<file path="config.mk">
export PLATFORM = sky130hd
export DESIGN_NAME = ram_burst_ctrl
export DESIGN_NICKNAME = d
export VERILOG_FILES = /design/src/rtl/ram_ctrl_pkg.sv /design/src/rtl/ram_rd_skid.sv /design/src/rtl/ram_burst_ctrl.sv
export SDC_FILE = /design/constraint.sdc
export NUM_CORES = 1
export LEC_CHECK = 0
export ABC_AREA = 1
export CORE_ASPECT_RATIO = 0.8
export CORE_MARGIN = 5
export CORE_UTILIZATION = 55
export CTS_CLUSTER_SIZE = 8
export DETAILED_ROUTE_END_ITERATION = 8
export PLACE_DENSITY = 0.91
export SLEW_MARGIN = 15
export SYNTH_ARGS = -nofsm -noshare
export SYNTH_HDL_FRONTEND = slang
export SYNTH_HIERARCHICAL = 1
export SYNTH_SLANG_ARGS = --single-unit
</file>
<file path="constraint.sdc">
create_clock -name clk -period 3.7 [get_ports clk]
set_input_delay 0.555 -clock clk [delete_from_list [all_inputs] [get_ports clk]]
set_output_delay 0.555 -clock clk [all_outputs]
set_load 0.005 [all_outputs]
</file>
<file path="src/rtl/ram_ctrl_pkg.sv">
// Shared types and default geometry for the 64x8 RAM burst controller.
package ram_ctrl_pkg;

    localparam int unsigned DEF_DATA_W = 8;
    localparam int unsigned DEF_ADDR_W = 6;
    localparam int unsigned DEF_LEN_W  = DEF_ADDR_W + 1;
    localparam int unsigned DEPTH      = 1 << DEF_ADDR_W;

    typedef enum logic [2:0] {
        StIdle,
        StWr,
        StRd,
        StDrain,
        StFin
    } state_e;

endpackage

</file>
<file path="src/rtl/ram_rd_skid.sv">
// Two-entry read-return buffer: captures RAM output beats and presents them in arrival order.
module ram_rd_skid
    import ram_ctrl_pkg::*;
#(
    parameter int unsigned DATA_W = DEF_DATA_W
) (
    input  logic              clk,
    input  logic              rst,
    input  logic              push,
    input  logic [DATA_W-1:0] push_data,
    input  logic              pop,
    output logic [1:0]        occ,
    output logic [DATA_W-1:0] head
);

    logic [DATA_W-1:0] mem_q [2];
    logic              wr_ptr_q;
    logic              rd_ptr_q;
    logic [1:0]        cnt_q;
    logic              push_ok;
    logic              pop_ok;

    assign pop_ok  = pop && (cnt_q != 2'd0);
    // A full buffer can still take a beat when the head leaves in the same cycle.
    assign push_ok = push && ((cnt_q != 2'd2) || pop_ok);

    always_ff @(posedge clk or posedge rst) begin
        if (rst) begin
            mem_q[0] <= '0;
            mem_q[1] <= '0;
            wr_ptr_q <= 1'b0;
            rd_ptr_q <= 1'b0;
            cnt_q    <= 2'd0;
        end else begin
            if (push_ok) begin
                mem_q[wr_ptr_q] <= push_data;
                wr_ptr_q        <= ~wr_ptr_q;
            end
            if (pop_ok) begin
                rd_ptr_q <= ~rd_ptr_q;
            end
            cnt_q <= cnt_q + {1'b0, push_ok} - {1'b0, pop_ok};
        end
    end

    assign occ  = cnt_q;
    assign head = mem_q[rd_ptr_q];

endmodule

</file>
<file path="src/rtl/ram_burst_ctrl.sv">
// Burst command front-end for a single-port RAM with registered read output.
// Define BURST_WRAP_EN to let bursts wrap past the top address instead of rejecting them.
module ram_burst_ctrl
    import ram_ctrl_pkg::*;
#(
    parameter int unsigned DATA_W = DEF_DATA_W,
    parameter int unsigned ADDR_W = DEF_ADDR_W,
    parameter int unsigned LEN_W  = ADDR_W + 1
) (
    input  logic              clk,
    input  logic              rst,
    input  logic              cmd_valid,
    output logic              cmd_ready,
    input  logic              cmd_write,
    input  logic [ADDR_W-1:0] cmd_addr,
    input  logic [LEN_W-1:0]  cmd_len,
    input  logic              wr_valid,
    output logic              wr_ready,
    input  logic [DATA_W-1:0] wr_data,
    output logic              rd_valid,
    input  logic              rd_ready,
    output logic [DATA_W-1:0] rd_data,
    output logic              done,
    output logic              err,
    output logic [DATA_W-1:0] ram_data,
    output logic [ADDR_W-1:0] ram_addr,
    output logic              ram_we,
    input  logic [DATA_W-1:0] ram_q
);

    state_e            state_q;
    logic [ADDR_W-1:0] addr_q;
    logic [ADDR_W-1:0] last_addr_q;
    logic [LEN_W-1:0]  remaining_q;
    logic              reject_q;
    logic              in_flight_q;
    logic              done_q;
    logic              err_q;

    logic              wr_fire;
    logic              rd_issue;
    logic              rd_pop;
    logic              overrun;
    logic              ram_active;
    logic [1:0]        occ;
    logic [DATA_W-1:0] head;

`ifdef BURST_WRAP_EN
    assign overrun = 1'b0;
`else
    localparam logic [LEN_W:0] LIMIT = (LEN_W + 1)'(2 ** ADDR_W);
    logic [LEN_W:0] end_sum;
    assign end_sum = (LEN_W + 1)'(cmd_addr) + (LEN_W + 1)'(cmd_len);
    assign overrun = end_sum > LIMIT;
`endif

    assign cmd_ready  = (state_q == StIdle);
    assign wr_ready   = (state_q == StWr);
    assign wr_fire    = wr_ready && wr_valid;
    assign rd_valid   = (occ != 2'd0);
    assign rd_pop     = rd_valid && rd_ready;
    assign rd_data    = head;
    assign ram_active = (state_q == StWr) || (state_q == StRd);

    // Crediting the same-cycle pop keeps one issue per cycle with only two buffer slots.
    assign rd_issue = (state_q == StRd) &&
                      (({1'b0, occ} + {2'b0, in_flight_q}) < (3'd2 + {2'b0, rd_pop}));

    assign ram_we   = wr_fire;
    assign ram_data = wr_data;
    assign ram_addr = ram_active ? addr_q : last_addr_q;
    assign done     = done_q;
    assign err      = err_q;

    always_ff @(posedge clk or posedge rst) begin
        if (rst) begin
            state_q     <= StIdle;
            addr_q      <= '0;
            last_addr_q <= '0;
            remaining_q <= '0;
            reject_q    <= 1'b0;
            in_flight_q <= 1'b0;
            done_q      <= 1'b0;
            err_q       <= 1'b0;
        end else begin
            done_q      <= 1'b0;
            err_q       <= 1'b0;
            in_flight_q <= rd_issue;
            if (ram_active) begin
                last_addr_q <= addr_q;
            end
            case (state_q)
                StIdle: begin
                    if (cmd_valid) begin
                        addr_q      <= cmd_addr;
                        remaining_q <= cmd_len;
                        reject_q    <= 1'b0;
                        if (cmd_len == '0) begin
                            state_q <= StFin;
                        end else if (overrun) begin
                            reject_q <= 1'b1;
                            state_q  <= StFin;
                        end else begin
                            state_q <= cmd_write ? StWr : StRd;
                        end
                    end
                end
                StWr: begin
                    if (wr_fire) begin
                        addr_q      <= addr_q + ADDR_W'(1);
                        remaining_q <= remaining_q - LEN_W'(1);
                        if (remaining_q == LEN_W'(1)) begin
                            state_q <= StFin;
                        end
                    end
                end
                StRd: begin
                    if (rd_issue) begin
                        addr_q      <= addr_q + ADDR_W'(1);
                        remaining_q <= remaining_q - LEN_W'(1);
                        if (remaining_q == LEN_W'(1)) begin
                            state_q <= StDrain;
                        end
                    end
                end
                StDrain: begin
                    if (!in_flight_q && (occ == 2'd0)) begin
                        state_q <= StFin;
                    end
                end
                StFin: begin
                    done_q  <= 1'b1;
                    err_q   <= reject_q;
                    state_q <= StIdle;
                end
                default: state_q <= StIdle;
            endcase
        end
    end

    ram_rd_skid #(
        .DATA_W (DATA_W)
    ) u_skid (
        .clk       (clk),
        .rst       (rst),
        .push      (in_flight_q),
        .push_data (ram_q),
        .pop       (rd_pop),
        .occ       (occ),
        .head      (head)
    );

endmodule

</file>
After elaboration in Yosys (flattened, before gate mapping) --
Cells that the tools add are included.
Storage, ports and cells: logic and storage cells 88, input port bits 35, output and inout port bits 28, flip-flop bits (word level) 46
Operators by class: equal/unequal tests 12, muxes and demuxes 29, bitwise gates (word level) 4, reduce and logical (&&, ||, !) cells 18, order comparisons 5, $add $sub $neg 7
Operators by type and width (count):
- two-way mux 8 bit | 4
- two-way mux 3 bit | 8
- two-way mux 6 bit | 4
- two-way mux 7 bit | 3
- case mux 7 bit (3 select lines) | 1
- case mux 6 bit (3 select lines) | 1
- bitwise mux 16 bit | 1
- case mux 3 bit (4 select lines) | 1
- adder 6 x 7 -> 8 bit | 1
- demux 8 bit (select 1 bit) | 1
- > comparator 8 x 7 -> 1 bit (second input constant) | 1
- != test 2 bit (second input constant) | 4
- equality test 7 x 1 -> 1 bit (second input constant) | 1
- logical AND 1 bit | 7
- logical NOT 7 bit | 1
- subtractor 7 x 1 -> 7 bit (second input constant) | 1
- adder 6 x 1 -> 6 bit (second input constant) | 1
- equality test 3 x 2 -> 1 bit (second input constant) | 2
- != test 2 x 1 -> 1 bit (second input constant) | 3
- AND reduction 6 bit | 1
- greater-or-equal comparator 2 bit (second input constant) | 2
- two-way mux 1 bit | 4
- NOT 1 -> 2 bit | 2
- AND reduction 4 bit | 1
- other kinds (17) | 19

Depth between registers and ports, before layout --
word-level depth 7, depth in mapped cells 15, depth with buffers taken out 15

Cells and area by module --
Netlist, hierarchy kept.
By module, submodules not included:
- ram_burst_ctrl | seq. area each 650.6 um^2, cells an instance 262, instances 1, area each 1865.5 um^2
- ram_rd_skid | seq. area each 500.5 um^2, cells an instance 120, instances 1, area each 991.0 um^2

Least setup slack after synthesis --
OpenSTA, ideal clock, no wires.
kind input port to flip-flop, from input cmd_addr[0], to register state_q[1], arrival 1.838 ns, buffers on the path 0, setup time 0.116 ns, stages on the path 15, data required time 3.584 ns, path slack 1.746 ns, cells stage by stage ha_1 inv_1 fa_1 inv_1 nand3_1 nand2_1 nand2_1 nand2_1 nand2_1 nand2_1 nand2_1 nand4_1 nand2_1 nand2_1 nand2_1
On the way: longest elaborated chain between the ends 6
Ends and longest elaborated chain:
- start: declaration | RTL line ram_burst_ctrl.sv:15 | input logic [ADDR_W-1:0] cmd_addr,
- adder 6 x 7 -> 8 bit | RTL line ram_burst_ctrl.sv:53 | assign end_sum = (LEN_W + 1)'(cmd_addr) + (LEN_W + 1)'(cmd_len);
- > comparator 8 x 7 -> 1 bit | RTL line ram_burst_ctrl.sv:54 | assign overrun = end_sum > LIMIT;
- two-way mux 3 bit | RTL line ram_burst_ctrl.sv:100 | end else if (overrun) begin
- two-way mux 3 bit | RTL line ram_burst_ctrl.sv:98 | if (cmd_len == '0) begin
- two-way mux 3 bit | RTL line ram_burst_ctrl.sv:94 | if (cmd_valid) begin
- case mux 3 bit (4 select lines) | RTL line ram_burst_ctrl.sv:92 | case (state_q)
- end signal: assignment | RTL line ram_burst_ctrl.sv:99 | state_q <= StFin;
- end signal: assignment | RTL line ram_burst_ctrl.sv:102 | state_q <= StFin;
- end signal: assignment | RTL line ram_burst_ctrl.sv:104 | state_q <= cmd_write ? StWr : StRd;
- end: declaration | RTL line ram_burst_ctrl.sv:31 | state_e state_q;
Every way passes these cells. The select of a mux whose other input is x is not followed. A chain may end at the register's enable or synchronous reset.

Worst setup path in the final report --
from register state_q[0], to output ram_addr[4]
On the way: longest elaborated chain between the ends 3, elaborated cells between the ends (all ways) 4, classes of those cells eq/ne: 2; mux: 1; reduce/logical: 1
Ends and longest elaborated chain:
- start signal: assignment | RTL line ram_burst_ctrl.sv:77 | state_q <= StIdle;
- start signal: assignment | RTL line ram_burst_ctrl.sv:99
- start signal: assignment | RTL line ram_burst_ctrl.sv:102
- equality test 3 x 1 -> 1 bit / equality test 3 x 2 -> 1 bit (equally long branches) | RTL line ram_burst_ctrl.sv:63 | assign ram_active = (state_q == StWr) || (state_q == StRd);
- logical OR 1 bit * | RTL line ram_burst_ctrl.sv:63
- two-way mux 6 bit * | RTL line ram_burst_ctrl.sv:71 | assign ram_addr = ram_active ? addr_q : last_addr_q;
- end: declaration | RTL line ram_burst_ctrl.sv:26 | output logic [ADDR_W-1:0] ram_addr,
Mark *: on every way between the ends. The rest lies on a longest branch, timed or not.

==> results.json <==
{
  "status": "finished, final reports clean",
  "intPower_mw": 1.53,
  "initial_core_util_pct": 56.7,
  "fin_crit_ps": 3000,
  "htreeDepth": 2,
  "crit_arrival_ps": 2440,
  "synth_nets": 431,
  "netlist_area_mm2": 0.00286,
  "grt_overflow": 0,
  "r2r_setup_slack_ps": 1510,
  "num_antenna_cells": 0,
  "netlist.top_cell.by_area": "dfrtp_1",
  "grt_pass1_vias": 2433,
  "die-height_um": 74.5,
  "ios": 63,
  "place_inst": 473,
  "yosys_warnings": 6,
  "power_frac_clock_pct": 14.2,
  "worst_slew_pin_slew_ps": 1010,
  "num-fill-cells": 438,
  "routed_wl_um": 6400,
  "fin_crit_sh_pct": 81.0,
  "cts_root_buf": "clkbuf_8",
  "setup_tns_ps": 0,
  "holdBufCountCts": 0,
  "cts_resized": 0,
  "fin_ws_ps": 705,
  "powerDensity_mw_per_mm2": 793,
  "max_slew_margin_pct": 32.8,
  "switchingPower_mw": 1.14,
  "cellLeakagePower_nw": 1.77,
  "power_frac_seq_pct": 34.6,
  "hold_start": "last_addr_q[0]",
  "crit_fanout": 25,
  "grt_usage_pct": 19.8,
  "rr_startpoint": "in_flight_q",
  "syn_to_final_growth_pct": 18.2,
  "critPathRequiredTime_ps": 3140,
  "stdcell_count": 481,
  "setup_viol": 0,
  "vdd_drop_max_uv": 453,
  "critPathLaunchType": "register",
  "io_buffers": 46,
  "hp-class": "reg2reg",
  "die_w_um": 90.6,
  "cts_tree": "yes",
  "worst_setup_path_end_kind": "primary output",
  "postPlaceCellArea_mm2": 0.00327,
  "rsz0062_at_grt": "no",
  "final_nets": 467,
  "pwr-share-comb_pct": 51.2,
  "routedWlPerCell_um": 13.3,
  "drc": 0,
  "clk_pin_slew_ps": 90,
  "finalPower_mw": 2.68,
  "synth_cells": 382,
  "yosysSeqAreaShare_pct": 40.3,
  "postCtsSetupRepairBufs": 0,
  "synth-seq-cells": 46,
  "r2r_end": "remaining_q[5]",
  "syn_area_per_cell_um2": 7.48,
  "final_area_mm2": 0.00338,
  "coreArea_mm2": 0.00504,
  "synth.top_cell.area_share_pct": 40.3,
  "dp_hpwl_um": 4850,
  "path_class": "reg2out",
  "ant_nets": 0,
  "fmax_mhz": 334,
  "antenna_found_initial": 0,
  "hold_viol": 0,
  "vias_per_cell": 5.38,
  "p_sw_share_pct": 42.7,
  "vias": 2587,
  "clk_latency_ps": 300,
  "drive_gt1_share_pct": 5.01,
  "grt_max_degree": 27,
  "worstHoldEndpoint": "last_addr_q[0]",
  "initialDrtViolationCount": 183,
  "cts_inserted_buffers": 5,
  "rows": 23,
  "clock_skew_ps": 5.83,
  "drv_cap": 0,
  "drt-pass1-iter-count": 5,
  "place_ws_ps": 987,
  "reg2reg_depth": 8,
  "gp_congestion": 0.831,
  "grt_pass1_wl_um": 10900,
  "slew_viol_final": 0,
  "synth_cell_type_count": 34,
  "holdPathStages": 2,
  "cts_sinks": 46,
  "max-clock-path-buffers": 2,
  "synthTopCellsByArea": "dfrtp_1 (40%), nand2_1 (17%), inv_1 (6.6%), ha_1 (5.7%), nand4_1 (4.6%)",
  "dieArea_mm2": 0.00674
}
==> kinds of logic (layout without fill, tap and decap cells) <==
| logic type | after synthesis | count (layout) | share of synthesized area, % |
|---|---|---|---|
| flip-flops | 46 | 46 | 40.3 |
| AO/OA/AOI/OAI | 43 | 43 | 8.37 |
| AND/OR/NAND/NOR | 200 | 200 | 31.0 |
| buffers and inverters | 72 | 109 | 11.8 |
| XOR/XNOR | 7 | 7 | 2.15 |
| adder cells (fa/ha/maj) | 14 | 14 | 6.40 |
==> power groups by stage <==
stage	clock network [mW]	logic, mW	registers, mW
floorplan	0	0.986	0.858
global placement	0	1.32	0.920
detailed placement	0	1.38	0.933
CTS	0.386	1.39	0.924
global route	0.403	1.57	0.958
finish	0.380	1.37	0.926
==> per-layer routing <==
| layer | global-route usage, % | wire [µm] |
|---|---|---|
| met3 | 3.94 | 373 |
| met2 | 33.3 | 2990 |
| met4 | 7.11 | 89 |
| met1 | 26.0 | 2950 |
| met5 | 0 | 0 |
==> layout by cell type (no fill, tap or decap), drive strengths merged <==
master         instances
nor2                  23
o31ai                  1
clkbuf                 6
a31oi                  2
clkinvlp               1
ha                    13
nand3b                 1
a22oi                  1
nand3                 18
o22ai                  2
nor4                   2
clkinv                 1
o21ai                 23
xnor2                  1
clkdlybuf4s50         46
dfrtp                 46
xor2                   6
a21oi                 11
nand2                132
nand4                 21
nor3                   3
o211ai                 3
bufinv                 1
fa                     1
inv                   54
==> state kept, by name, summed over array words and instances (netlist names), 2 cells and up <==
name / cells
last_addr_q: 6
state_q: 3
u_skid/occ: 2
u_skid/mem_q: 16
addr_q: 6
remaining_q: 7
==> synthesized netlist by cell type, drive strengths merged <==
library cell / count
a21oi: 11
a22oi: 1
a31oi: 2
buf: 17
clkinv: 1
dfrtp: 46
fa: 1
ha: 13
inv: 54
nand2: 132
nand3: 18
nand3b: 1
nand4: 21
nor2: 23
nor3: 3
nor4: 2
o211ai: 3
o21ai: 23
o22ai: 2
o31ai: 1
xnor2: 1
xor2: 6
==> critical path, stage by stage (launching register included) <==
cell and delay, ps:
dfrtp_1 480, nor2_2 170, nand2_1 150, nand2_2 290, inv_2 230, o21ai_0 270, clkdlybuf4s50_1 540
==> stage by stage <==
step / utilization, % / hold WS, ps
final: 67.1 / 474
after global routing: 67.1 / 499
after CTS: 67.1 / 479
after detailed placement: 64.9 / 458
after global placement: 64.9 / 453
after floorplan: - / 442
==> worst max-delay path by stage <==
stage | startpoint | endpoint | slack, ps | cells after the start
6_report | state_q[0] | ram_addr[4] | 700 | 6
5_1_grt | state_q[0] | ram_addr[5] | 500 | 6
4_1_cts | state_q[0] | ram_addr[4] | 690 | 6
3_5_place_dp | cmd_len[0] | state_q[1] | 990 | 16
3_3_place_gp | state_q[0] | ram_addr[5] | 1060 | 6
2_1_floorplan | cmd_addr[0] | state_q[1] | 1750 | 15
==> area by class of cell <==
cell class,instances,area (µm²),area share [%]
clock buffer,6,72.6,2.15
clock inverter,2,37.5,1.11
inverter,55,209,6.19
multi-input combinational,264,1370,40.5
sequential,46,1150,34.1
tap,62,77.6,2.30
timing repair buffer,46,460,13.6
Power figures use the tool's default switching activity.
